**src/rtl/bch_wrapper_pkg.sv**
```systemverilog
`default_nettype none
//==============================================================================
// Package  : bch_wrapper_pkg
// Brief    : FSM state encoding and memory word-count helper shared by the
//            BCH encoder/decoder wrappers.
// Revision : 1.0 - initial release
//==============================================================================
package bch_wrapper_pkg;

    typedef enum logic [1:0] {
        ST_IDLE  = 2'd0,
        ST_ISSUE = 2'd1,
        ST_DRAIN = 2'd2,
        ST_DONE  = 2'd3
    } state_t;

    // Must match the encoder-side write count, including its spare word.
    function automatic int word_count(input int ecc_bits, input int mem_width);
        return ecc_bits / mem_width + 1;
    endfunction

endpackage
`default_nettype wire

```
**src/rtl/bch_wrapper_rd_pipe.sv**
```systemverilog
`default_nettype none
//==============================================================================
// Module   : bch_wrapper_rd_pipe
// Brief    : C_RD_LATENCY-deep read-enable delay line marking valid read data.
// Revision : 1.0 - initial release
//==============================================================================
module bch_wrapper_rd_pipe
    import bch_wrapper_pkg::*;
#(
    parameter int C_RD_LATENCY = 1
) (
    input  logic I_clk,
    input  logic I_rst_n,
    input  logic I_clr,
    input  logic I_ren,
    output logic O_ren_dly
);

    logic [C_RD_LATENCY-1:0] r_pipe;

    generate
        if (C_RD_LATENCY == 1) begin : g_single
            always_ff @(posedge I_clk or negedge I_rst_n) begin
                if (!I_rst_n) begin
                    r_pipe <= '0;
                end else if (I_clr) begin
                    r_pipe <= '0;
                end else begin
                    r_pipe <= I_ren;
                end
            end
        end else begin : g_multi
            always_ff @(posedge I_clk or negedge I_rst_n) begin
                if (!I_rst_n) begin
                    r_pipe <= '0;
                end else if (I_clr) begin
                    r_pipe <= '0;
                end else begin
                    r_pipe <= {r_pipe[C_RD_LATENCY-2:0], I_ren};
                end
            end
        end
    endgenerate

    assign O_ren_dly = r_pipe[C_RD_LATENCY-1];

endmodule
`default_nettype wire

```
**src/rtl/bch_wrapper_ecc_loader.sv**
```systemverilog
`default_nettype none
//==============================================================================
// Module   : bch_wrapper_ecc_loader
// Brief    : Reads N words of helper memory and reassembles the BCH ECC vector.
//            Define BCH_WRAPPER_ECC_ZERO_CHECK_EN to add the erased-memory flag O_err.
// Revision : 1.0 - initial release
//==============================================================================
module bch_wrapper_ecc_loader
    import bch_wrapper_pkg::*;
#(
    parameter int C_ECC_BITS      = 40,
    parameter int C_I_MEMADDR     = 0,
    parameter int C_MEM_ADDR_SIZE = 10,
    parameter int C_MEM_DATA_SIZE = 8,
    parameter int C_RD_LATENCY    = 1
) (
    input  logic                       I_clk,
    input  logic                       I_rst_n,
    input  logic                       I_en,
    input  logic                       I_start,
    output logic [C_MEM_ADDR_SIZE-1:0] O_mem_raddr,
    output logic                       O_ren,
    input  logic [C_MEM_DATA_SIZE-1:0] I_mem_rdata,
    output logic [C_ECC_BITS-1:0]      O_ecc,
    output logic                       O_valid,
    output logic                       O_busy
`ifdef BCH_WRAPPER_ECC_ZERO_CHECK_EN
    ,
    output logic                       O_err
`endif
);

    localparam int                         C_N_WORDS = word_count(C_ECC_BITS, C_MEM_DATA_SIZE);
    localparam int                         C_CNT_W   = $clog2(C_N_WORDS + 1);
    localparam logic [C_CNT_W-1:0]         C_N_CNT   = C_CNT_W'(C_N_WORDS);
    localparam logic [C_MEM_ADDR_SIZE-1:0] C_BASE    = C_MEM_ADDR_SIZE'(C_I_MEMADDR);

    state_t                       r_state;
    logic                         r_start_d;
    logic [C_CNT_W-1:0]           r_iss_cnt;
    logic [C_CNT_W-1:0]           r_cap_cnt;
    logic [C_MEM_ADDR_SIZE-1:0]   r_raddr;
    logic                         r_ren;
    logic [C_ECC_BITS-1:0]        r_buf;
    logic [C_ECC_BITS-1:0]        r_ecc;
    logic                         r_valid;
    logic                         r_busy;
    logic [C_ECC_BITS-1:0]        w_buf_nxt;
    logic                         w_cap;
    logic                         w_start;
`ifdef BCH_WRAPPER_ECC_ZERO_CHECK_EN
    logic                         r_err;
`endif

    assign w_start = I_en & I_start & ~r_start_d;

    bch_wrapper_rd_pipe #(
        .C_RD_LATENCY (C_RD_LATENCY)
    ) u_rd_pipe (
        .I_clk     (I_clk),
        .I_rst_n   (I_rst_n),
        .I_clr     (~I_en),
        .I_ren     (r_ren),
        .O_ren_dly (w_cap)
    );

    // Word k lands on bits [k*W +: W]; bits of the last word beyond C_ECC_BITS are dropped.
    generate
        for (genvar b = 0; b < C_ECC_BITS; b++) begin : g_bit
            assign w_buf_nxt[b] = (r_cap_cnt == C_CNT_W'(b / C_MEM_DATA_SIZE))
                                ? I_mem_rdata[b % C_MEM_DATA_SIZE] : r_buf[b];
        end
    endgenerate

    always_ff @(posedge I_clk or negedge I_rst_n) begin
        if (!I_rst_n) begin
            r_state   <= ST_IDLE;
            r_start_d <= 1'b1;
            r_iss_cnt <= '0;
            r_cap_cnt <= '0;
            r_raddr   <= C_BASE;
            r_ren     <= 1'b0;
            r_buf     <= '0;
            r_ecc     <= '0;
            r_valid   <= 1'b0;
            r_busy    <= 1'b0;
`ifdef BCH_WRAPPER_ECC_ZERO_CHECK_EN
            r_err     <= 1'b0;
`endif
        end else begin
            r_start_d <= I_start;
            r_valid   <= 1'b0;
            if (!I_en) begin
                r_state   <= ST_IDLE;
                r_iss_cnt <= '0;
                r_cap_cnt <= '0;
                r_raddr   <= C_BASE;
                r_ren     <= 1'b0;
                r_buf     <= '0;
                r_ecc     <= '0;
                r_busy    <= 1'b0;
`ifdef BCH_WRAPPER_ECC_ZERO_CHECK_EN
                r_err     <= 1'b0;
`endif
            end else begin
                if (w_cap && (r_cap_cnt != C_N_CNT)) begin
                    r_buf     <= w_buf_nxt;
                    r_cap_cnt <= r_cap_cnt + C_CNT_W'(1);
                end
                case (r_state)
                    ST_IDLE: begin
                        if (w_start) begin
                            r_state   <= ST_ISSUE;
                            r_ren     <= 1'b1;
                            r_raddr   <= C_BASE;
                            r_iss_cnt <= C_CNT_W'(1);
                            r_cap_cnt <= '0;
                            r_busy    <= 1'b1;
`ifdef BCH_WRAPPER_ECC_ZERO_CHECK_EN
                            r_err     <= 1'b0;
`endif
                        end
                    end
                    ST_ISSUE: begin
                        if (r_iss_cnt == C_N_CNT) begin
                            r_ren   <= 1'b0;
                            r_raddr <= C_BASE;
                            r_state <= ST_DRAIN;
                        end else begin
                            r_raddr   <= r_raddr + C_MEM_ADDR_SIZE'(1);
                            r_iss_cnt <= r_iss_cnt + C_CNT_W'(1);
                        end
                    end
                    ST_DRAIN: begin
                        if (r_cap_cnt == C_N_CNT) begin
                            r_ecc   <= r_buf;
                            r_state <= ST_DONE;
                        end
                    end
                    ST_DONE: begin
                        r_valid <= 1'b1;
                        r_busy  <= 1'b0;
`ifdef BCH_WRAPPER_ECC_ZERO_CHECK_EN
                        r_err   <= (r_ecc == '0);
`endif
                        r_state <= ST_IDLE;
                    end
                    default: r_state <= ST_IDLE;
                endcase
            end
        end
    end

    assign O_mem_raddr = r_raddr;
    assign O_ren       = r_ren;
    assign O_ecc       = r_ecc;
    assign O_valid     = r_valid;
    assign O_busy      = r_busy;
`ifdef BCH_WRAPPER_ECC_ZERO_CHECK_EN
    assign O_err       = r_err;
`endif

endmodule
`default_nettype wire

```
**config.mk**
```make
export PLATFORM = sky130hd
export DESIGN_NAME = bch_wrapper_ecc_loader
export DESIGN_NICKNAME = d
export VERILOG_FILES = /design/src/rtl/bch_wrapper_pkg.sv /design/src/rtl/bch_wrapper_rd_pipe.sv /design/src/rtl/bch_wrapper_ecc_loader.sv
export SDC_FILE = /design/constraint.sdc
export NUM_CORES = 1
export LEC_CHECK = 0
export CAP_MARGIN = 20
export CORE_ASPECT_RATIO = 1.75
export CORE_UTILIZATION = 45
export CTS_CLUSTER_DIAMETER = 120
export DETAILED_ROUTE_END_ITERATION = 12
export GPL_TIMING_DRIVEN = 0
export PLACE_DENSITY = 0.68
export SYNTH_ARGS = -nofsm -noshare
export SYNTH_HDL_FRONTEND = slang
export SYNTH_SLANG_ARGS = --single-unit
```
**constraint.sdc**
```tcl
create_clock -name I_clk -period 5.1 [get_ports I_clk]
set_clock_uncertainty 0.15 [all_clocks]
set_input_delay 1.53 -clock I_clk [delete_from_list [all_inputs] [get_ports I_clk]]
set_output_delay 1.53 -clock I_clk [all_outputs]
set_load 0.02 [all_outputs]
```
; ---- After elaboration in Yosys (flattened, before gate mapping)
; Cells that the tools add are included.
[word_totals]
register_bits = 103
out_inout_bits = 53
word_cells = 130
in_bits = 12
[op_classes]
bitwise = 3
addsub = 3
mux = 71
n_reduce_logical = 14
n_eq_ne = 24
[op_table]
columns = op, count
row1 = 2-to-1 mux 40 bit, 5
row2 = 2-to-1 mux 1 bit, 47
row3 = 2-to-1 mux 10 bit, 3
row4 = 2-to-1 mux 3 bit, 7
row5 = case mux 10 bit (2 select lines), 1
row6 = "inequality test 2 x 1 -> 1 bit, second input constant", 8
row7 = AND reduction 2 bit, 8
row8 = "inequality test 3 bit, second input constant", 5
row9 = "adder 10 x 1 -> 10 bit, second input constant", 1
row10 = "equality test 3 bit, second input constant", 3
row11 = AND reduction 3 bit, 3
row12 = 2-to-1 mux 2 bit, 4
row13 = case mux 2 bit (4 select lines), 1
row14 = "adder 3 x 1 -> 3 bit, second input constant", 2
row15 = "equality test 3 x 2 -> 1 bit, second input constant", 2
row16 = "inequality test 3 x 1 -> 1 bit, second input constant", 2
row17 = case mux 3 bit (2 select lines), 1
row18 = "equality test 2 bit, second input constant", 2
row19 = case mux 1 bit (2 select lines), 2
row20 = "equality test 3 x 1 -> 1 bit, second input constant", 1
row21 = zero test 3 bit, 1
row22 = AND 1 bit, 2
row23 = "equality test 2 x 1 -> 1 bit, second input constant", 1
row24 = zero test 2 bit, 1
row25 = other kinds (2), 2

; ---- Depth between registers and ports, before layout
[logic_depth]
word_depth = 6
depth_mapped = 7
depth_no_buf = 6

; ---- Cells and area by module
; A second synthesis with hierarchy kept.
[unflattened]
hier_cells = 491
hier_area_um2 = 4501.8
[modules_own_cells]
columns = module, cells_each, area_per_inst_um2, instances, seq_area_each_um2
row1 = bch_wrapper_ecc_loader, 489, 4463.0, 1, 2553.7
row2 = bch_wrapper_rd_pipe, 2, 38.8, 1, 25.0

; ---- Least setup slack after synthesis
; No wires, ideal clock.
[synth_timing]
path_kind = input to register
from = input port I_en
to = register r_raddr[5], in the netlist O_mem_raddr[5]
t_required_ps = 4868
slack_ps = 2476
cell_stages = 5
n_path_buf = 1
arrival_time_ps = 2392
setup_time_ps = 82
path_cell_list = buf_2 nand2_2 a211oi_4 a41oi_1 a31oi_1
[synth_via]
elab_chain_len = 4
word_cells_on_any_way = 6
classes_between = 2 x eq/ne / 1 x mux / 2 x bitwise / 1 x reduce/logical
[synth_lines]
columns = item, line_no
row1 = "start, declared", bch_wrapper_ecc_loader.sv:19  ; input logic I_en,
row2 = AND 1 bit (2 in series), bch_wrapper_ecc_loader.sv:55  ; assign w_start = I_en & I_start & ~r_start_d;
row3 = inequality test 3 bit (no line), n/a
row4 = AND reduction 2 bit (no line), n/a
row5 = "end signal, assigned", bch_wrapper_ecc_loader.sv:130  ; r_raddr <= r_raddr + C_MEM_ADDR_SIZE'(1);
row6 = "end, declared", bch_wrapper_ecc_loader.sv:42  ; logic [C_MEM_ADDR_SIZE-1:0] r_raddr;
; Several ways; a longest one is shown, not always the timed one.
; A chain may end at the register's enable or synchronous reset.

; ---- Worst setup path in the final report
[layout_timing]
from = register r_raddr[3], in the netlist O_mem_raddr[3]
to = output port O_mem_raddr[3]
[layout_lines]
columns = item, line_no
row1 = "end, declared", bch_wrapper_ecc_loader.sv:21  ; output logic [C_MEM_ADDR_SIZE-1:0] O_mem_raddr,
; No word-level cell between the ends.

==> key figures <==
Outcome
  – Status: finished clean

Synth
  – Post-Synthesis Cells: 488
  – Synth Area per Inst: 9.24 um^2
  – Synth top area cells: dfrtp_1 57%, nand2_1 12%, a21oi_1 9.0%, nand3_1 3.7%, ha_1 3.3%
  – Post-synthesis register bit count: ~100
  – Yosys top cell area share: between 50 and 60%
  – Syn_nets: about 510
  – Largest area contributor in the netlist: dfrtp_1
  – Register area share after synthesis: 57.2%
  – Cell area after synthesis: 4510 um^2
  – Syn. warnings: 0
  – Unique masters post-synth: 40

Critical path
  – Crit path largest cell delay: between 0.6 and 0.7 ns
  – Crit path cell chain: clkdlybuf4s50_1
  – Reg2reg end: O_ecc[36]
  – Critical path class: flip-flop to output pin
  – Slowest stage cell, crit path: clkdlybuf4s50_1
  – Arrival @ worst endpoint: approximately 1.5 ns
  – Maximum fanout along the worst path: 7
  – Worst Setup End Kind: output pin
  – CP Launch Type: flip-flop
  – Flop-to-flop setup slack: ~3.0 ns
  – CP bufs+invs: 1
  – Worst r2r src: r_cap_cnt[0]
  – Largest delay contributor family on the critical path: buffers and inverters
  – Required @ worst endpoint: approximately 3.4 ns
  – Reg2reg path depth: 7

Finish
  – Area Overhead vs Synth: 24.3%
  – Fill count: around 900
  – Nets: between 500 and 600
  – Most frequent cells in the layout: 143 x nand2_1, 102 x dfrtp_1, 81 x a21oi_1, 62 x clkdlybuf4s50_1, 33 x nand3_1
  – Antenna cells: 0
  – Commonest non-fill, non-tap cell in the layout: nand2_1
  – Fin util: between 50% and 60%
  – Share of cells above drive strength 1: under 10%

Floorplanning
  – Die X: between 70 and 80 um
  – Die area: 10400 um^2
  – FP Rows: between 40 and 50
  – I/O pin cnt: 65
  – Core ar.: about 10000 um^2
  – Die Ht: around 130 um
  – Initial Util: ~46%

STA
  – Hold Vio Cnt, Final: 0
  – Tmin final: approximately 3.2 ns
  – Slew HR: approximately two thirds
  – Slew Limit Fails: 0
  – Fmax: 316 MHz
  – Tcrit/Tclk final: 62.1%
  – Hold Worst Slack: 0.370 ns
  – RSZ-0062 raised after global routing: no
  – Slew @ Worst Pin: approximately 0.50 ns
  – Setup-failing EPs final: 0

Clock tree
  – Post-CTS sizing: 0
  – Clk sinks: 103
  – Post-CTS Setup Repair Bufs: 0
  – Post-CTS Hold Buffers: 0
  – CTS tree: yes
  – # H-tree levels: 3
  – CTS max path bufs: 2
  – CTS root buf: clkbuf_16
  – CTS Buf Count: 9
  – Worst-Skew Late Latency: roughly 0.34 ns
  – Worst-path clk slew: 0.07 ns

Worst hold path
  – End of the worst hold path: O_ecc[8]
  – Worst Hold Class: flip-flop to flip-flop
  – Worst Hold Launch: O_ecc[8]
  – Hold Crit Depth: 2

Routing
  – DRC: 0
  – Final wirelength: between 10000 and 15000 um
  – First DRT Iteration DRCs: roughly 280
  – Drt first pass iters: 4
  – Antenna viol nets, final: 0
  – Via count: between 3k and 4k
  – Drt via density: 5.33
  – WL/cell: around 15 um

Power
  – Maximum vdd drop: ~0.24 mV
  – Seq pwr share: approximately 50%
  – Lkg Pwr: about 2.4 nW
  – Clk pwr share: ~37%
  – Sw power: 0.000489 W
  – PwrDens: 319 nW/um^2
  – Int Pwr: approximately 0.0013 W
  – Switching Share: a little over a quarter
  – Logic pwr share: between 10 and 15%
  – Total power: around 0.0018 W

Placement
  – Port bufs: 63
  – Placed wire-length estimate: approximately 7500 um
  – Final GP Congestion: around 0.84

Global routing
  – Total gr overflow: 0
  – Pin count of the biggest net entering global routing: just over 70
  – Vias in the first global route: roughly 3.5k
  – First-pass GRT wire length: approximately 17000 um
  – Gr usage total: ~22%
  – Initial antenna violation count: 0

Run
  – Max_cap viols: 0
==> power by group through the flow <==
| stage | clock [W] | combinational, W | sequential, W |
|---|---|---|---|
| 2_1_floorplan | 0 | 0.000157 | 0.000888 |
| 3_3_place_gp | 0 | 0.000246 | 0.000885 |
| 3_5_place_dp | 0 | 0.000256 | 0.000886 |
| 4_1_cts | 0.000671 | 0.000257 | 0.000871 |
| 5_1_grt | 0.000709 | 0.000286 | 0.000875 |
| 6_report | 0.000662 | 0.000257 | 0.000871 |
==> per-stage QoR <==
step	worst slack (ns)	TNS (ns)	cell area, um^2	instances
2_1_floorplan	2.48	0	4510	488
3_3_place_gp	-1.47	-148.98	5300	676
3_5_place_dp	1.81	0	5320	677
4_1_cts	1.95	0	5610	692
5_1_grt	1.90	0	5610	692
6_report	1.93	0	5610	692
==> synth_stat cells, drive strengths merged <==
cell type and instances:
a22o 1, clkbuf 16, a211oi 2, nand2b 2
o311ai 1, a32oi 1, nand3b 1, nor2b 3
o22ai 1, mux2 1, o221ai 2, a21boi 1
dfstp 1, a41oi 1, nor2 18, o21a 1
mux2i 8, nor3 2, a21oi 81, nor3b 1
o31ai 1, and2 5, buf 11, nand3 35
a31oi 4, inv 9, dfrtp 102, nand4 4
ha 12, nand2 144, o21ai 10, xnor2 1
and3 4, o211ai 1
==> metal layers <==
layer | vias up | GRT usage [%] | share of wire (%)
met5 | - | 0 | 0
met1 | 1786 | 24.9 | 40
met3 | 21 | 3.61 | 3.5
met4 | 0 | 11.0 | 3.1
met2 | 91 | 38.3 | 53
li1 | 1788 | - | -
==> worst max-delay path by stage <==
stage                     cells after the start            from             end
after global routing                          1  O_mem_raddr[3]  O_mem_raddr[3]
after detailed placement                      5         I_start  O_mem_raddr[5]
after CTS                                     1  O_mem_raddr[3]  O_mem_raddr[3]
final                                         1  O_mem_raddr[3]  O_mem_raddr[3]
after global placement                        1         I_rst_n        O_ecc[8]
after floorplan                               5            I_en  O_mem_raddr[5]
==> sequential cells by signal, indices dropped and copies added (netlist names) <==
register,count
O_ecc,40
u_rd_pipe.O_ren_dly,1
r_iss_cnt,3
O_ren,1
O_mem_raddr,10
r_buf,40
O_valid,1
r_cap_cnt,3
r_state,2
r_start_d,1
O_busy,1
==> kinds of logic after synthesis <==
family / synth area share [%]
flops: 57.2
fa+ha+maj: 3.33
simple gates: 20.7
mux: 2.03
xor+xnor: 0.194
buf+inv: 3.30
compound gates: 13.2
==> cell type report <==
type                    count  area [um^2]  share of cell area, %
plain buffers              27          115                   2.05
clock buffers              13          270                   4.82
clock inverters             2         15.0                  0.268
inverters                   9         33.8                  0.603
multi-input cells         349         1780                   31.8
flip-flops and latches    103         2580                   46.0
well taps                 125          156                   2.79
repair buffers             64          656                   11.7
No activity file was read; power rests on OpenSTA's default activity.
